$ cat src/rtl/pwm_capture.sv
// PWM input capture: measures high time and rise-to-rise period in clk cycles, with stuck-line timeout.
// Optional stability glitch filter enabled by defining PWM_CAP_FILTER_EN.
module pwm_capture #(
    parameter int CLK_FREQ     = 100000000,
    parameter int MIN_PWM_FREQ = 1000,
    parameter int WL           = $clog2(CLK_FREQ/MIN_PWM_FREQ)+1,
    parameter int FILT_LEN     = 3
) (
    input  logic          clk,
    input  logic          rst,
    input  logic          i_pwm,
    output logic [WL-1:0] o_high_cnt,
    output logic [WL-1:0] o_period_cnt,
    output logic          o_valid,
    output logic          o_timeout,
    output logic          o_level
);
    localparam int            TIMEOUT_CNT = CLK_FREQ/MIN_PWM_FREQ;
    localparam logic [WL-1:0] TO_CNT      = WL'(TIMEOUT_CNT);

    typedef enum logic [1:0] {PRIME, WAIT_RISE, MEAS_HIGH, MEAS_LOW} state_t;

    state_t        state, state_nx;
    logic          sync1, s_pwm, lvl, prev, prime_done;
    logic          rise_ev, fall_ev;
    logic [WL-1:0] cnt, cnt_nx, cnt_inc, hold_high, hold_nx, high_nx, period_nx;
    logic          valid_nx, timeout_nx;

    always_ff @(posedge clk) begin
        if (rst) begin
            sync1 <= 1'b0;
            s_pwm <= 1'b0;
        end else begin
            sync1 <= i_pwm;
            s_pwm <= sync1;
        end
    end

`ifdef PWM_CAP_FILTER_EN
    localparam int FW = $clog2(FILT_LEN+1);
    logic [FW-1:0] fcnt;

    // Level follows s_pwm only after FILT_LEN consecutive disagreeing samples.
    always_ff @(posedge clk) begin
        if (rst) begin
            lvl  <= 1'b0;
            fcnt <= '0;
        end else if (state == PRIME) begin
            lvl  <= sync1;
            fcnt <= '0;
        end else if (s_pwm == lvl) begin
            fcnt <= '0;
        end else if (fcnt == FW'(FILT_LEN-1)) begin
            lvl  <= s_pwm;
            fcnt <= '0;
        end else begin
            fcnt <= fcnt + 1'b1;
        end
    end
`else
    assign lvl = s_pwm;
`endif

    // During PRIME prev takes the value lvl is about to get, so no edge appears out of reset.
    always_ff @(posedge clk) begin
        if (rst)                 prev <= 1'b0;
        else if (state == PRIME) prev <= sync1;
        else                     prev <= lvl;
    end

    assign rise_ev = lvl & ~prev;
    assign fall_ev = ~lvl & prev;
    assign o_level = lvl;
    assign cnt_inc = (cnt >= TO_CNT) ? cnt : cnt + 1'b1;

    always_ff @(posedge clk) begin
        if (rst) begin
            state        <= PRIME;
            prime_done   <= 1'b0;
            cnt          <= '0;
            hold_high    <= '0;
            o_high_cnt   <= '0;
            o_period_cnt <= '0;
            o_valid      <= 1'b0;
            o_timeout    <= 1'b0;
        end else begin
            state        <= state_nx;
            prime_done   <= (state == PRIME);
            cnt          <= cnt_nx;
            hold_high    <= hold_nx;
            o_high_cnt   <= high_nx;
            o_period_cnt <= period_nx;
            o_valid      <= valid_nx;
            o_timeout    <= timeout_nx;
        end
    end

    always_comb begin
        state_nx   = state;
        cnt_nx     = cnt;
        hold_nx    = hold_high;
        high_nx    = o_high_cnt;
        period_nx  = o_period_cnt;
        valid_nx   = 1'b0;
        timeout_nx = o_timeout;
        case (state)
            PRIME: begin
                if (prime_done) state_nx = WAIT_RISE;
            end
            WAIT_RISE: begin
                if (rise_ev) begin
                    cnt_nx   = WL'(1);
                    state_nx = MEAS_HIGH;
                end else if (cnt >= TO_CNT) begin
                    timeout_nx = 1'b1;
                    high_nx    = '0;
                    period_nx  = '0;
                end else begin
                    cnt_nx = cnt_inc;
                end
            end
            MEAS_HIGH: begin
                if (fall_ev) begin
                    hold_nx  = cnt;
                    cnt_nx   = cnt + 1'b1;
                    state_nx = MEAS_LOW;
                end else if (cnt >= TO_CNT) begin
                    timeout_nx = 1'b1;
                    high_nx    = '0;
                    period_nx  = '0;
                    state_nx   = WAIT_RISE;
                end else begin
                    cnt_nx = cnt + 1'b1;
                end
            end
            MEAS_LOW: begin
                // A rise at the timeout boundary still completes the period.
                if (rise_ev) begin
                    high_nx    = hold_high;
                    period_nx  = cnt;
                    valid_nx   = 1'b1;
                    timeout_nx = 1'b0;
                    cnt_nx     = WL'(1);
                    state_nx   = MEAS_HIGH;
                end else if (cnt >= TO_CNT) begin
                    timeout_nx = 1'b1;
                    high_nx    = '0;
                    period_nx  = '0;
                    state_nx   = WAIT_RISE;
                end else begin
                    cnt_nx = cnt + 1'b1;
                end
            end
            default: state_nx = PRIME;
        endcase
    end
endmodule
$ cat config.mk
export PLATFORM = sky130hd
export DESIGN_NAME = pwm_capture
export DESIGN_NICKNAME = d
export VERILOG_FILES = /design/src/rtl/pwm_capture.sv
export SDC_FILE = /design/constraint.sdc
export NUM_CORES = 1
export LEC_CHECK = 0
export ABC_AREA = 1
export BUFFER_PORTS_ARGS = -buffer_cell sky130_fd_sc_hd__buf_2
export CORE_ASPECT_RATIO = 0.6
export CORE_MARGIN = 3
export CORE_UTILIZATION = 45
export DETAILED_ROUTE_END_ITERATION = 8
export HOLD_SLACK_MARGIN = 0.08
export PLACE_DENSITY = 0.66
export SYNTH_ARGS = -nofsm -noshare
export SYNTH_HDL_FRONTEND = slang
export SYNTH_SLANG_ARGS = --single-unit
$ cat constraint.sdc
create_clock -name clk -period 1.3 [get_ports clk]
set_input_delay 0.065 -clock clk [delete_from_list [all_inputs] [get_ports clk]]
set_output_delay 0.065 -clock clk [all_outputs]
set_load 0.05 [all_outputs]
# Word-level counts from Yosys, hierarchy flattened
# Cells that the tools add are included.
[op_classes] bitwise=5 reduce_logical=8 n_mux=27 magnitude_cmp=1 n_eq_ne=7 n_addsub=1
[op_table] operator="$mux W18" n=11
[op_table] operator="$pmux W18 S3" n=2
[op_table] operator="$pmux W18 S2" n=1
[op_table] operator="$add A18 B1 Y18 const B" n=1
[op_table] operator="$ge A18 B17 Y1 const B" n=1
[op_table] operator="$mux W2" n=5
[op_table] operator="$ne A2 B2 Y1 const B" n=4
[op_table] operator="$pmux W2 S4" n=1
[op_table] operator="$mux W1" n=6
[op_table] operator="$eq A2 B2 Y1 const B" n=2
[op_table] operator="$reduce_and A2 Y1" n=2
[op_table] operator="$reduce_or A2 Y1" n=2
[op_table] operator="$not A1 Y1" n=3
[op_table] operator="$pmux W1 S3" n=1
[op_table] operator="$reduce_and A3 Y1" n=1
[op_table] operator="$reduce_bool A3 Y1" n=1
[op_table] operator="$and A1 B1 Y1" n=2
[op_table] operator="$eq A2 B1 Y1 const B" n=1
[op_table] operator="$logic_not A2 Y1" n=1
[op_table] operator="$reduce_bool A2 Y1" n=1
[totals] inputBits=3 elab_cells=60 register_bits=80

# Depth between registers and ports, before layout
# Gate-level depths: netlist of run 1.
[logic_depth] ltp_word=4 depth_mapped=12 ltp_nobuf=10

# Least setup slack after synthesis of run 1
# OpenSTA, ideal clock, no wires.
[synth_timing] kind="register -> register" start="reg s_pwm, in the netlist o_level" end="reg o_high_cnt[6]" t_arrival_ns=1.602 setup_ns=0.117 path_stages_with_launch=11 slack_ns=-0.419 synth_period_minus_slack_ns=1.719 path_cell_list="dfxtp_1 > nand2_1 > inv_2 > nand2_1 > inv_2 > nand2_2 > inv_2 > buf_2 > nand2_1 > o2111ai_1 > inv_1"
[synth_between] elab_chain_cells=4 elab_cells_between_ends=8 cone_classes="eq/ne (2); mux (2); bitwise (3); reduce/logical (1)"
[synth_lines] element="from (decl)" line="24" text="logic sync1, s_pwm, lvl, prev, prime_done;"
[synth_lines] element="from (signal assigned)" line="35" text="s_pwm <= sync1;"
[synth_lines] element="$not A1 Y1" line="72" text="assign fall_ev = ~lvl & prev;"
[synth_lines] element="$and A1 B1 Y1" line="72"
[synth_lines] element="$ne A2 B2 Y1 (no source line)"
[synth_lines] element="$reduce_and A3 Y1 (no source line)"
[synth_lines] element="to (signal assigned)" line="91" text="o_high_cnt <= high_nx;"
[synth_lines] element="to (decl)" line="12" text="output logic [WL-1:0] o_high_cnt,"
# Several ways; a longest one is shown, not always the timed one.
# A chain may end at the register's enable or synchronous reset.

# Worst setup path in the final report of run 1
[layout_timing] start="reg cnt[2]" end="reg cnt[16]"
[layout_between] elab_chain_cells=4 elab_cells_between_ends=6 cone_classes="add/sub (1); order compare (1); mux (4)"
[layout_lines] element="from (decl)" line="26" text="logic [WL-1:0] cnt, cnt_nx, cnt_inc, hold_high, hold_nx, high_nx, period_nx;"
[layout_lines] element="from (signal assigned)" line="89" text="cnt <= cnt_nx;"
[layout_lines] element="$add A18 B1 Y18 or $ge A18 B17 Y1 (tied branches)"
[layout_lines] element="$mux W18" line="114" text="end else if (cnt >= TO_CNT) begin"
[layout_lines] element="$mux W18, on equally long branches" line="138, 123"
[layout_lines] element="$pmux W18 S2 (*)" line="106" text="case (state)"
# Every way passes the cells marked *; elsewhere a longest branch is shown, timed or not.

==> results by stage, run 1 <==
Placed design:
- At the placement stage, the worst setup path has a slack of -256 ps.
- The HPWL after detailed placement is 7440 um.
- The routability-driven placement congestion ratio is 0.915.
- During placement, the flow inserted port buffers numbering 41.

Critical path:
- Walking the worst path, the cells encountered are buf_4 -> nand3_4 -> nor3_4 -> nand3b_1 -> nor2_2 -> nand2_1 -> o21bai_1 -> nand2_1 -> nand2_1.
- The critical path's top delay family is simple AND/OR/NAND/NOR gates.
- The total buffers and inverters traversed by the critical path is 1.
- In this run the critical register-to-register path is launched from cnt[2]$_SDFFE_PP0P_.
- In this run the worst path has a maximum fanout of 3.
- Among the stages of the critical path, the cell type that occurs most often is sky130_fd_sc_hd__nand2_1.
- STA classifies the critical path startpoint as a register.
- The data arrival time of the critical path is 1830 ps.
- The worst setup path is of the reg2reg kind.
- STA classifies the critical path endpoint as a register.
- The endpoint identified for the worst register-to-register timing path is cnt[16]$_SDFFE_PP0P_.
- In this run the register-to-register setup slack is -250 ps.
- The highest cell delay on the worst timing path is 370 ps.
- The cell type of the slowest stage on the worst timing path is sky130_fd_sc_hd__dfxtp_1.
- Counting cells, the worst reg-to-reg path comes to 9.
- The required time at the endpoint of the critical path is 1580 ps.

Power and ir drop:
- Across the VDD grid, the largest voltage drop is 746 uV.
- In this run the power density over the cells is 1040 nW/um^2.
- The analysis attributes to cell leakage a power of 2.55 nW.

Worst hold path:
- The cell depth of the worst min-delay path is 3.
- For hold timing, the worst endpoint is prime_done$_SDFF_PP0_.
- The class of the worst hold path is in2reg.
- The source of the worst hold timing path is rst.

Detailed routing:
- In this run the remaining antenna-violating nets after routing total 0.
- The detailed router finished its first iteration with 552 violations.
- In the routed design, unresolved DRC markers number 0.
- Wires add up to 14900 um.
- Dividing the detail-routed wire length by the instance count gives 20.6 um.
- After detailed routing, the number of vias per cell comes to 5.86.
- The routed layout has 4247 vias.
- The first detailed-routing pass ran for 5 iterations.

GRT:
- For this run, the total global-route usage over all layers was measured as 0.278.
- Entering global routing, the biggest net connects 53 pins.
- The via count of the first global-routing pass was 3947.
- The first-pass GRT wire length is 20400 um.
- The initial antenna violation count is 0.
- The total congestion overflow is 0.

Synthesis:
- The largest area contributor in the synthesized netlist is sky130_fd_sc_hd__dfxtp_1.
- The number of cells produced by synthesis is 480.
- The sequential share of the synthesized area is 0.428.
- The post-synthesis sequential element count is 80.
- The cell area that synthesis handed to floorplanning was 3740 sq um.
- The Yosys step of the flow raised 0 warnings.
- A synthesized cell averages 7.80 sq um.
- By area the synthesized netlist is led by sky130_fd_sc_hd__dfxtp_1 (43%), sky130_fd_sc_hd__nand2_1 (7.4%), sky130_fd_sc_hd__o21ai_0 (6.0%), sky130_fd_sc_hd__a21oi_1 (5.5%), sky130_fd_sc_hd__o21ai_2 (5.1%).
- Of the post-synthesis cell area, the dominant cell type holds 0.428.
- Synthesis produced a netlist with a net count of 485.
- The synthesized netlist contains 33 unique library cells.

Final layout:
- The library cell used most frequently in the layout, excluding fill and tap cells, is sky130_fd_sc_hd__buf_4.
- The fraction of final layout cells sized beyond drive strength 1 is 0.545.
- The number of antenna diodes in the final layout is 0.
- In the layout the commonest cells are sky130_fd_sc_hd__buf_4 (80), sky130_fd_sc_hd__dfxtp_1 (66), sky130_fd_sc_hd__nand2_1 (60), sky130_fd_sc_hd__buf_2 (41).
- The filler cell count in the final layout is 515.
- For this run, the post-layout net count is 619.
- The area added between synthesis and finish is 60.3%.

Timing:
- Setup repair after global routing could not meet its margin everywhere.
- The number of slew-limit violations in the final report is 0.
- The highest clock frequency the design can meet is 0.647 GHz.
- The smallest clock period supported by the final layout is computed as 1550 ps.
- Summed over all failing endpoints, the final setup total negative slack is -7110 ps.
- The number of endpoints failing setup at the final stage is 63.
- The transition time at the pin with the least slew margin is 365 ps.
- For the final database, setup skew stands at 5.18 ps.
- The worst slew slack as a fraction of its limit is 0.756.
- In the finished design, the share of the clock period the worst path needs comes to 1.19.
- The setup slack after layout is -246 ps.
- The count of final hold-check violations is 0.

Die:
- The floorplan step defined a die boundary enclosing 9480 sq um.
- The floorplan step defined a core boundary enclosing 7980 sq um.
- The width of the die is 124 um.
- The initial utilization of the core area, before any placement, comes to 0.469.
- The die is 76.6 um tall.
- Pin placement for this block handled 42 I/O pins.
- The count of standard-cell rows is 25.

Clock network:
- The tree is rooted in a sky130_fd_sc_hd__clkbuf_16.
- The number of H-tree levels is 3.
- The clock net in this run drives a total of 80 sinks.
- In this run the deepest clock path goes through 2 buffers.
- TritonCTS built the clock tree.
- The later pin in the worst-skew pair is clocked with a latency of 340 ps.
- The number of CTS-inserted buffers is 9.
- The clock-pin slew of the registers on the worst-case setup and hold paths is 60 ps.

Run:
- Across the run, the number of max-cap violations was 0.

Run status:
- The final reports fail on negative setup slack.
- The flow ran to the end, but the final reports show violations.
timing repair:
item | 4_1_cts | 5_1_grt
setup endpoints to repair | 70 | 73
cloned | 7 | 5
buffers inserted | 13 | 8
gates resized for setup | 92 | 80
hold buffers | 1 | 0
pin swaps | 23 | 20
hold endpoints to repair | 1 | 0
power by group:
part	total [mW]	switching [mW]	leakage, nW	internal [mW]
Clock	2.51	1.02	0.142	1.49
Sequential	2.58	0.0648	0.654	2.52
Combinational	1.17	0.722	1.75	0.446
Total	6.26	1.80	2.55	4.45
cell type report:
class                      count  area [sq um]  area share
multi-input combinational    321          2490       0.415
sequential                    80          1630       0.272
timing repair buffer         145          1210       0.202
clock buffer                  12           278      0.0463
inverter                      56           233      0.0388
tap                          108           135      0.0225
clock inverter                 2          12.5     0.00209
timing repair inverter         1          7.51     0.00125
synth_stat cells, drive strengths merged:
master   instances
o211ai           1
o2111ai         11
clkbuf           8
inv             55
nand2           80
nand3b           3
a21oi           61
o22ai            2
ha               2
buf             22
nor2            32
o21ai           85
o21bai           1
nand3           27
nand4            2
a211oi           1
clkinv           1
nor3             5
xnor2            1
dfxtp           80
worst reg2reg max path: cells and delay by family (launching register included):
| kind | cells | cell delay [ps] |
|---|---|---|
| buffers and inverters | 1 | 170 |
| and+or+nand+nor | 7 | 830 |
| AOI/OAI and AO/OA | 1 | 120 |
| DFF | 1 | 370 |
cell families after synthesis:
logic type / Yosys count / share of synthesized area
compound gates: 162 / 0.272
simple gates: 149 / 0.184
buf+inv: 86 / 0.107
flops: 80 / 0.428
fa+ha+maj: 2 / 0.00669
xor+xnor: 1 / 0.00234
layer usage:
layer | vias up | part of all wire | routed length [um] | track usage
met5 | - | 0 | 0 | 0
met4 | 0 | 0.035 | 527 | 0.109
met3 | 53 | 0.11 | 1610 | 0.0712
met2 | 284 | 0.45 | 6680 | 0.420
met1 | 2018 | 0.41 | 6110 | 0.377
li1 | 1892 | - | - | -
per-stage QoR:
stage | instance area, sq um | instances | power (mW) | utilization | hold slack, ps
final | 6000 | 725 | 6.26 | 0.752 | 162
after CTS | 5530 | 712 | 6.00 | 0.694 | 135
after global placement | 4640 | 677 | 3.43 | 0.582 | 277
after floorplan | 3890 | 480 | 3.06 | - | 172
after detailed placement | 4640 | 677 | 3.45 | 0.582 | 275
after global routing | 6000 | 725 | 6.43 | 0.752 | 176
how the worst max path moves through the flow:
stage	startpoint	endpoint	slack [ps]	depth (start not counted)
floorplan	cnt[13]$_SDFFE_PP0P_	o_period_cnt[10]$_SDFFE_PP0P_	-100	10
global placement	cnt[0]$_SDFFE_PP0P_	cnt[16]$_SDFFE_PP0P_	-210	9
detailed placement	cnt[17]$_SDFFE_PP0P_	cnt[12]$_SDFFE_PP0P_	-260	8
CTS	cnt[0]$_SDFFE_PP0P_	cnt[12]$_SDFFE_PP0P_	-200	8
global route	cnt[2]$_SDFFE_PP0P_	cnt[16]$_SDFFE_PP0P_	-340	9
finish	cnt[2]$_SDFFE_PP0P_	cnt[16]$_SDFFE_PP0P_	-250	9
sequential cells by signal, indices dropped and copies added (netlist names):
register,cells
cnt,18
hold_high,18
o_high_cnt,18
o_level,1
o_period_cnt,18
o_timeout,1
o_valid,1
prev,1
prime_done,1
state,2
sync1,1
(Power assumes the default switching activity.)
==> inputs of run 2 (changes only) <==
Settings changed: REMOVE_ABC_BUFFERS set to 1.
==> run 2 against run 1 <==
The run still ends with negative setup slack left; cell count decreased by 1.1%; via count decreased by 8.5%; sequential power about the same; routed wire length decreased by 18%; setup slack improved by 63 ps; die area unchanged; global-route usage decreased by 2.6 points; clock skew increased by 1.7 ps; largest power group unchanged.
==> results by stage, run 2 (synthesis gave the netlist of run 1 again) <==
Power and ir drop:
- The internal power component is 4.42 mW (was 4.45 mW).
- The clock group share of total power is 0.416 (was 0.401).
- The cell leakage power is 2.43 nW (was 2.55 nW).
- The proportion of power drawn by flip-flops and latches came to 0.418 (was 0.412).
- The power density of the placed cells came to 1070 nW/um^2 (was 1040 nW/um^2).
- The final total power was 6.15 mW (was 6.26 mW).
- The switching power summed over all nets is 1.73 mW (was 1.80 mW).
- The largest vdd supply drop is 787 uV (was 746 uV).
- The switching share of power came to 0.282 (was 0.288).
- The combinational fraction of design power came to 0.166 (was 0.187).

Clock network:
- The CTS tree is done (unchanged).
- The number of H-tree levels is 3 (unchanged).
- The clock insertion delay at the later pin of the skew report is 340 ps (about the same).
- The number of CTS-inserted buffers came to 9 (unchanged).
- The maximum number of buffers from clock root to sink is 2 (unchanged).
- The clock tree root buffer cell is sky130_fd_sc_hd__clkbuf_16 (unchanged).
- The clock-pin slew of the registers on the worst-case setup and hold paths was 60 ps (about the same).
- The clock net sink count is 80 (unchanged).

GRT:
- The pin count of the biggest net entering global routing is 55 (was 53).
- The first-pass GRT wire length is 18600 um (was 20400 um).
- The via count of the first global-routing pass is 3622 (was 3947).
- The total track usage is 0.252 (was 0.278).
- The total congestion overflow was 0 (unchanged).
- The initial antenna violation count is 0 (unchanged).

Placed design:
- The routability-driven placement congestion ratio is 0.917 (was 0.915).
- The cell area after placement is 4530 sq um (was 4640 sq um).
- The total half-perimeter wirelength after legalization and detailed placement was 7370 um (was 7440 um).
- The count of input and output buffers is 41 (unchanged).

Timing:
- The number of slew-limit violations in the final report is 0 (unchanged).
- The part of the cycle the worst path needs is 1.14 (was 1.19).
- The worst slew slack as a fraction of its limit came to 0.717 (was 0.756).
- The count of final hold-check violations is 0 (unchanged).
- The final critical path time including I/O delays and setup is 1480 ps (was 1550 ps).
- Setup repair after global routing missed its margin: true (unchanged).
- The transition time at the pin with the least slew margin is 423 ps (was 365 ps).
- The setup clock skew after layout is 6.90 ps (was 5.18 ps).
- The setup slack after layout is -183 ps (was -246 ps).
- The number of endpoints failing setup at the final stage is 57 (was 63).
- The highest clock frequency the design can meet is 0.674 GHz (was 0.647 GHz).

Worst hold path:
- The hold path endpoint is prime_done$_SDFF_PP0_ (unchanged).
- The cell depth of the worst min-delay path was 3 (unchanged).
- The source of the worst hold timing path is rst (unchanged).
- The class of the worst hold path is in2reg (unchanged).

Final layout:
- The net count reported at finish is 609 (was 619).
- The most common library cell in the layout ignoring fill and taps is sky130_fd_sc_hd__buf_4 (unchanged).
- Commonest cells after routing, fill and taps aside: sky130_fd_sc_hd__buf_4 (71), sky130_fd_sc_hd__dfxtp_1 (66), sky130_fd_sc_hd__nand2_1 (62), sky130_fd_sc_hd__buf_2 (41), sky130_fd_sc_hd__inv_1 (39) (was sky130_fd_sc_hd__buf_4 (80), sky130_fd_sc_hd__dfxtp_1 (66), sky130_fd_sc_hd__nand2_1 (60), sky130_fd_sc_hd__buf_2 (41)).
- The area added between synthesis and finish was 53.5% (was 60.3%).
- The filler cell count in the final layout came to 609 (was 515).
- The fraction of final layout cells sized beyond drive strength 1 was 0.496 (was 0.545).
- The final standard cell utilization of the core is 0.720 (was 0.752).
- The summed area of non-filler cells in the final layout is 5740 sq um (was 6000 sq um).
- The antenna diode count was 0 (unchanged).

Critical path:
- The category of the worst setup path capture point was a register (unchanged).
- The reg-to-reg endpoint was cnt[1]$_SDFFE_PP0P_ (was cnt[16]$_SDFFE_PP0P_).
- The worst setup path category is reg2reg (unchanged).
- The number of cells on the worst reg-to-reg path is 11 (was 9).
- The reg-to-reg startpoint is cnt[14]$_SDFFE_PP0P_ (was cnt[2]$_SDFFE_PP0P_).
- The worst-path maximum fanout is 8 (was 3).
- The sort of element at the start of the critical path is a register (unchanged).
- The required time at the endpoint of the critical path is 1520 ps (was 1580 ps).
- The minimum setup slack among reg-to-reg paths came to -180 ps (was -250 ps).
- The data arrival time of the critical path is 1700 ps (was 1830 ps).

Run status:
- Result of the run: finished, violations left (unchanged).
- Violated checks: negative setup slack (unchanged).

Detailed routing:
- The residual antenna-violating net count after detailed routing came to 0 (unchanged).
- The length of the first detailed-routing pass in iterations is 5 (unchanged).
- The mean number of vias per cell is 5.42 (was 5.86).
- The DRC marker count from the first detailed-route iteration is 408 (was 552).
- The final wirelength came to 12300 um (was 14900 um).
- The number of remaining DRC errors is 0 (unchanged).
- The per-cell routed wire length came to 17.1 um (was 20.6 um).
- The total via count in the routed design is 3884 (was 4247).

Run:
- The max capacitance violation total came to 0 (unchanged).

Die:
- The count of standard-cell rows is 25 (unchanged).
- The standard cell core area is 7980 sq um (unchanged).
- The width of the die came to 124 um (unchanged).
- The vertical die dimension is 76.6 um (unchanged).
- The number of primary I/O pins is 42 (unchanged).
- The starting density of the core came to 0.469 (unchanged).
- The overall die area is 9480 sq um (unchanged).
==> run 2: changes by cell type in the layout (fill, tap and decap cells not counted), moves of 4 or more <==
cell | previous run | this run
sky130_fd_sc_hd__buf_12 | 10 | 6
sky130_fd_sc_hd__a21oi_1 | 21 | 32
sky130_fd_sc_hd__inv_2 | 10 | 14
sky130_fd_sc_hd__nand2_8 | 12 | 7
sky130_fd_sc_hd__o21ai_1 | 23 | 32
sky130_fd_sc_hd__o21ai_2 | 25 | 14
sky130_fd_sc_hd__buf_4 | 80 | 71
sky130_fd_sc_hd__buf_6 | 8 | 13
sky130_fd_sc_hd__a21oi_2 | 40 | 29
==> run 2: stage by stage <==
step           hold WS (ps)  setup slack, ps  cells  TNS, ps
6_report                220             -183    717    -6690
3_3_place_gp            270             -256    674    -7860
2_1_floorplan           134            -1070    450   -50720
4_1_cts                 203             -132    706    -4890
5_1_grt                 232             -255    717   -10960
3_5_place_dp            275             -265    674   -10120
==> run 2: what timing repair did <==
| action | CTS | global route |
|---|---|---|
| pin swaps | 21 | 24 |
| hold buffers | 4 | 0 |
| endpoints found under the hold margin | 8 | 0 |
| resized for setup | 79 | 89 |
| setup buffers | 9 | 7 |
| setup endpoints to repair | 76 | 76 |
| cloned | 3 | 4 |
==> run 2: layout make-up <==
cell class	count	area, sq um	share of cell area
Sequential cell	80	1630	0.284
Multi-Input combinational cell	319	2350	0.409
Timing Repair Buffer	138	1110	0.193
Tap cell	108	135	0.0235
Clock buffer	10	229	0.0399
Inverter	56	221	0.0386
Clock inverter	6	67.6	0.0118
==> run 2: how the worst max path moves through the flow <==
| stage | from | slack (ps) | cells after the start | end |
|---|---|---|---|---|
| after floorplan | o_level$_SDFF_PP0_ | -1070 | 5 | o_high_cnt[0]$_SDFFE_PP0P_ |
| after global placement | o_level$_SDFF_PP0_ | -260 | 8 | cnt[8]$_SDFFE_PP0P_ |
| after detailed placement | cnt[6]$_SDFFE_PP0P_ | -260 | 8 | o_high_cnt[9]$_SDFFE_PP0P_ |
| after CTS | cnt[13]$_SDFFE_PP0P_ | -130 | 9 | o_high_cnt[3]$_SDFFE_PP0P_ |
| after global routing | cnt[13]$_SDFFE_PP0P_ | -260 | 11 | cnt[1]$_SDFFE_PP0P_ |
| final | cnt[14]$_SDFFE_PP0P_ | -180 | 11 | cnt[1]$_SDFFE_PP0P_ |
==> run 2: per-layer routing <==
layer  part of all wire  global-route usage  wire length [um]  vias to the layer above
li1                   -                   -                 -                     1865
met1               0.47               0.361              5790                     1863
met2               0.45               0.370              5550                      137
met3              0.062              0.0668               763                       19
met4              0.014              0.0707               172                        0
met5                  0                   0                 0                        -
==> run 2: power by group through the flow <==
| stage | Combinational, mW | Sequential, mW | Clock, mW |
|---|---|---|---|
| after floorplan | 0.364 | 2.64 | 0 |
| after global placement | 0.803 | 2.60 | 0 |
| after detailed placement | 0.816 | 2.60 | 0 |
| after CTS | 0.879 | 2.56 | 2.59 |
| after global routing | 1.10 | 2.58 | 2.68 |
| final | 1.02 | 2.57 | 2.56 |
==> run 2: worst max-delay path, stage by stage (launching register included) <==
cell and delay (ps):
sky130_fd_sc_hd__dfxtp_1 320, sky130_fd_sc_hd__inv_2 80, sky130_fd_sc_hd__nand3_4 90, sky130_fd_sc_hd__nor2_4 90, sky130_fd_sc_hd__nand3_2 110, sky130_fd_sc_hd__nand2_4 140, sky130_fd_sc_hd__buf_6 160, sky130_fd_sc_hd__nand2_1 60
sky130_fd_sc_hd__nand3_1 60, sky130_fd_sc_hd__nand2_1 60, sky130_fd_sc_hd__nor2_1 120, sky130_fd_sc_hd__nor2_1 60
==> inputs of run 3 (changes only) <==
Settings changed: CORE_ASPECT_RATIO 0.6 to not set, SETUP_SLACK_MARGIN set to 0.05.
==> run 3 against run 2 <==
Cell count fell by 0.28%; die area down 0.38%; critical path depth stayed put; total power fell by 4.4%; sequential share of layout area is 0.67 points higher; worst hold slack worse by 99 ps; cell area fell by 3.1%; the flow still finishes with violations (negative setup slack); register-to-register slack worse by 50 ps; routed wire length decreased by 2.6%; critical path type unchanged; sequential cell count stayed put; core utilization down 1.4 points.
==> results by stage, run 3 (synthesis gave the netlist of run 1 again) <==
Timing:
- The worst hold slack across all endpoints is 122 ps (was 220 ps).
- The final critical path time including I/O delays and setup is 1530 ps (was 1480 ps).
- The number of slew-limit violations in the final report is 0 (unchanged).
- The transition time at the pin with the least slew margin is 367 ps (was 423 ps).
- The number of endpoints failing setup at the final stage is 57 (unchanged).
- The count of final hold-check violations is 0 (unchanged).
- The accumulated negative setup slack is -8390 ps (was -6690 ps).
- The part of the cycle the worst path needs is 1.18 (was 1.14).
- Setup repair after global routing missed its margin: true (unchanged).
- The worst slew slack as a fraction of its limit is 0.754 (was 0.717).
- The setup clock skew after layout is 15.3 ps (was 6.90 ps).
- The highest clock frequency the design can meet is 0.654 GHz (was 0.674 GHz).
- The setup slack after layout is -230 ps (was -183 ps).

Final layout:
- The final standard cell utilization of the core is 0.706 (was 0.720).
- The filler cell count in the final layout is 550 (was 609).
- The net count reported at finish came to 613 (was 609).
- Commonest cells after routing, fill and taps aside: sky130_fd_sc_hd__buf_4 (75), sky130_fd_sc_hd__dfxtp_1 (70), sky130_fd_sc_hd__nand2_1 (65), sky130_fd_sc_hd__buf_2 (41), sky130_fd_sc_hd__inv_1 (38) (was sky130_fd_sc_hd__buf_4 (71), sky130_fd_sc_hd__dfxtp_1 (66), sky130_fd_sc_hd__nand2_1 (62), sky130_fd_sc_hd__buf_2 (41), sky130_fd_sc_hd__inv_1 (39)).
- The fraction of final layout cells sized beyond drive strength 1 is 0.483 (was 0.496).
- The most common library cell in the layout ignoring fill and taps was sky130_fd_sc_hd__buf_4 (unchanged).
- The area added between synthesis and finish is 48.7% (was 53.5%).
- The number of standard cells in the layout, taps in and fillers out was 715 (was 717).
- The antenna diode count is 0 (unchanged).

Power and ir drop:
- The power density of the placed cells was 1060 nW/um^2 (was 1070 nW/um^2).
- The largest vdd supply drop is 520 uV (was 787 uV).
- The combinational fraction of design power is 0.174 (was 0.166).
- The switching share of power is 0.271 (was 0.282).
- The clock group share of total power came to 0.391 (was 0.416).
- The cell leakage power is 2.49 nW (was 2.43 nW).
- The proportion of power drawn by flip-flops and latches is 0.435 (was 0.418).
- The switching power summed over all nets is 1.59 mW (was 1.73 mW).
- The internal power component is 4.29 mW (was 4.42 mW).

Placed design:
- The total placed cells including tap cells is 674 (unchanged).
- The total half-perimeter wirelength after legalization and detailed placement is 6840 um (was 7370 um).
- The count of input and output buffers is 41 (unchanged).
- The routability-driven placement congestion ratio is 0.921 (was 0.917).

Clock network:
- The number of CTS-inserted buffers is 9 (unchanged).
- The clock insertion delay at the later pin of the skew report is 350 ps (was 340 ps).
- The maximum number of buffers from clock root to sink is 2 (unchanged).
- The number of H-tree levels is 3 (unchanged).
- The clock net sink count is 80 (unchanged).
- The CTS tree is done (unchanged).
- The clock tree root buffer cell is sky130_fd_sc_hd__clkbuf_8 (was sky130_fd_sc_hd__clkbuf_16).
- The clock-pin slew of the registers on the worst-case setup and hold paths is 90 ps (was 60 ps).

GRT:
- The total track usage came to 0.234 (was 0.252).
- The initial antenna violation count is 0 (unchanged).
- The pin count of the biggest net entering global routing is 54 (was 55).
- The via count of the first global-routing pass came to 3755 (was 3622).
- The total congestion overflow is 0 (unchanged).
- The first-pass GRT wire length is 18200 um (was 18600 um).

Detailed routing:
- The residual antenna-violating net count after detailed routing is 0 (unchanged).
- The per-cell routed wire length is 16.7 um (was 17.1 um).
- The number of remaining DRC errors is 0 (unchanged).
- The final wirelength came to 12000 um (was 12300 um).
- The mean number of vias per cell is 5.58 (was 5.42).
- The DRC marker count from the first detailed-route iteration is 358 (was 408).
- The total via count in the routed design is 3991 (was 3884).
- The length of the first detailed-routing pass in iterations is 6 (was 5).

Die:
- The number of primary I/O pins is 42 (unchanged).
- The width of the die is 97.2 um (was 124 um).
- The vertical die dimension is 97.2 um (was 76.6 um).
- The starting density of the core came to 0.474 (was 0.469).
- The standard cell core area is 7890 sq um (was 7980 sq um).
- The count of standard-cell rows came to 32 (was 25).
- The overall die area is 9450 sq um (was 9480 sq um).

Critical path:
- The cell type of the slowest stage on the worst timing path is sky130_fd_sc_hd__dfxtp_2 (was sky130_fd_sc_hd__dfxtp_1).
- The sort of element at the start of the critical path is a register (unchanged).
- The category of the worst setup path capture point is a register (unchanged).
- The data arrival time of the critical path is 1760 ps (was 1700 ps).
- The required time at the endpoint of the critical path is 1530 ps (was 1520 ps).
- The worst-path maximum fanout is 8 (unchanged).
- The highest cell delay on the worst timing path is 330 ps (was 320 ps).
- The worst setup path category is reg2reg (unchanged).
- Ordered list of cells on the worst path: inv_2 -> nand3_2 -> nor2_2 -> nand3_2 -> nand2_4 -> buf_4 -> nand2_1 -> nand3_1 -> nand2_1 -> nor2_1 -> nor2_1 (was inv_2 -> nand3_4 -> nor2_4 -> nand3_2 -> nand2_4 -> buf_6 -> nand2_1 -> nand3_1 -> nand2_1 -> nor2_1 -> nor2_1).

Run status:
- Violated checks: negative setup slack (unchanged).
- Result of the run: finished, violations left (unchanged).

Run:
- The max capacitance violation total is 0 (unchanged).

Worst hold path:
- The class of the worst hold path is in2reg (unchanged).
-- run 3: path summary, 6_finish.rpt --
path,slack [ps],cells past startpoint,to,startpoint
setup / recovery,-230,11,cnt[2]$_SDFFE_PP0P_,cnt[17]$_SDFFE_PP0P_
hold / removal,120,4,state[0]$_SDFFE_PP0P_,rst
setup reg to reg,-230,11,cnt[2]$_SDFFE_PP0P_,cnt[17]$_SDFFE_PP0P_
hold reg to reg,430,2,o_level$_SDFF_PP0_,sync1$_SDFF_PP0_
-- run 3: power by group through the flow --
stage	combinational [mW]	sequential (mW)	clock [mW]
3_5_place_dp	0.827	2.60	0
4_1_cts	0.944	2.56	2.31
3_3_place_gp	0.812	2.59	0
2_1_floorplan	0.364	2.64	0
5_1_grt	1.10	2.57	2.40
6_report	1.03	2.56	2.30
-- run 3: worst max-delay path: cells and delay by family, from the launching register on --
family / cells / cell delay [ps]
buf+inv: 2 / 250
flops: 1 / 330
simple gates: 9 / 840
-- run 3: area by class of cell --
type	instances	area [sq um]	area share
Sequential cell	80	1620	0.290
Clock buffer	10	138	0.0247
Tap cell	102	128	0.0229
Inverter	56	224	0.0402
Multi-Input combinational cell	318	2100	0.377
Clock inverter	6	113	0.0202
Timing Repair Buffer	142	1240	0.223
Timing Repair inverter	1	8.76	0.00157
-- run 3: timing repair --
| item | CTS | global route |
|---|---|---|
| gates cloned | 6 | 2 |
| endpoints found under the setup margin | 76 | 75 |
| hold buffers | 3 | 0 |
| pin swaps | 11 | 23 |
| gates resized for setup | 65 | 57 |
| hold endpoints to repair | 8 | 0 |
| buffers inserted | 9 | 5 |
-- run 3: through the flow --
stage               setup slack (ps)  total power, mW  cell area (sq um)
CTS                             -179             5.81               5300
global route                    -369             6.07               5570
floorplan                      -1070             3.00               3550
detailed placement              -210             3.43               4620
global placement                -199             3.41               4620
finish                          -230             5.89               5570
-- run 3: routing by layer --
| metal | vias to the layer above | part of all wire | global-route usage |
|---|---|---|---|
| li1 | 1877 | - | - |
| met3 | 44 | 0.057 | 0.0366 |
| met5 | - | 0 | 0 |
| met1 | 1900 | 0.40 | 0.287 |
| met2 | 170 | 0.50 | 0.399 |
| met4 | 0 | 0.037 | 0.117 |
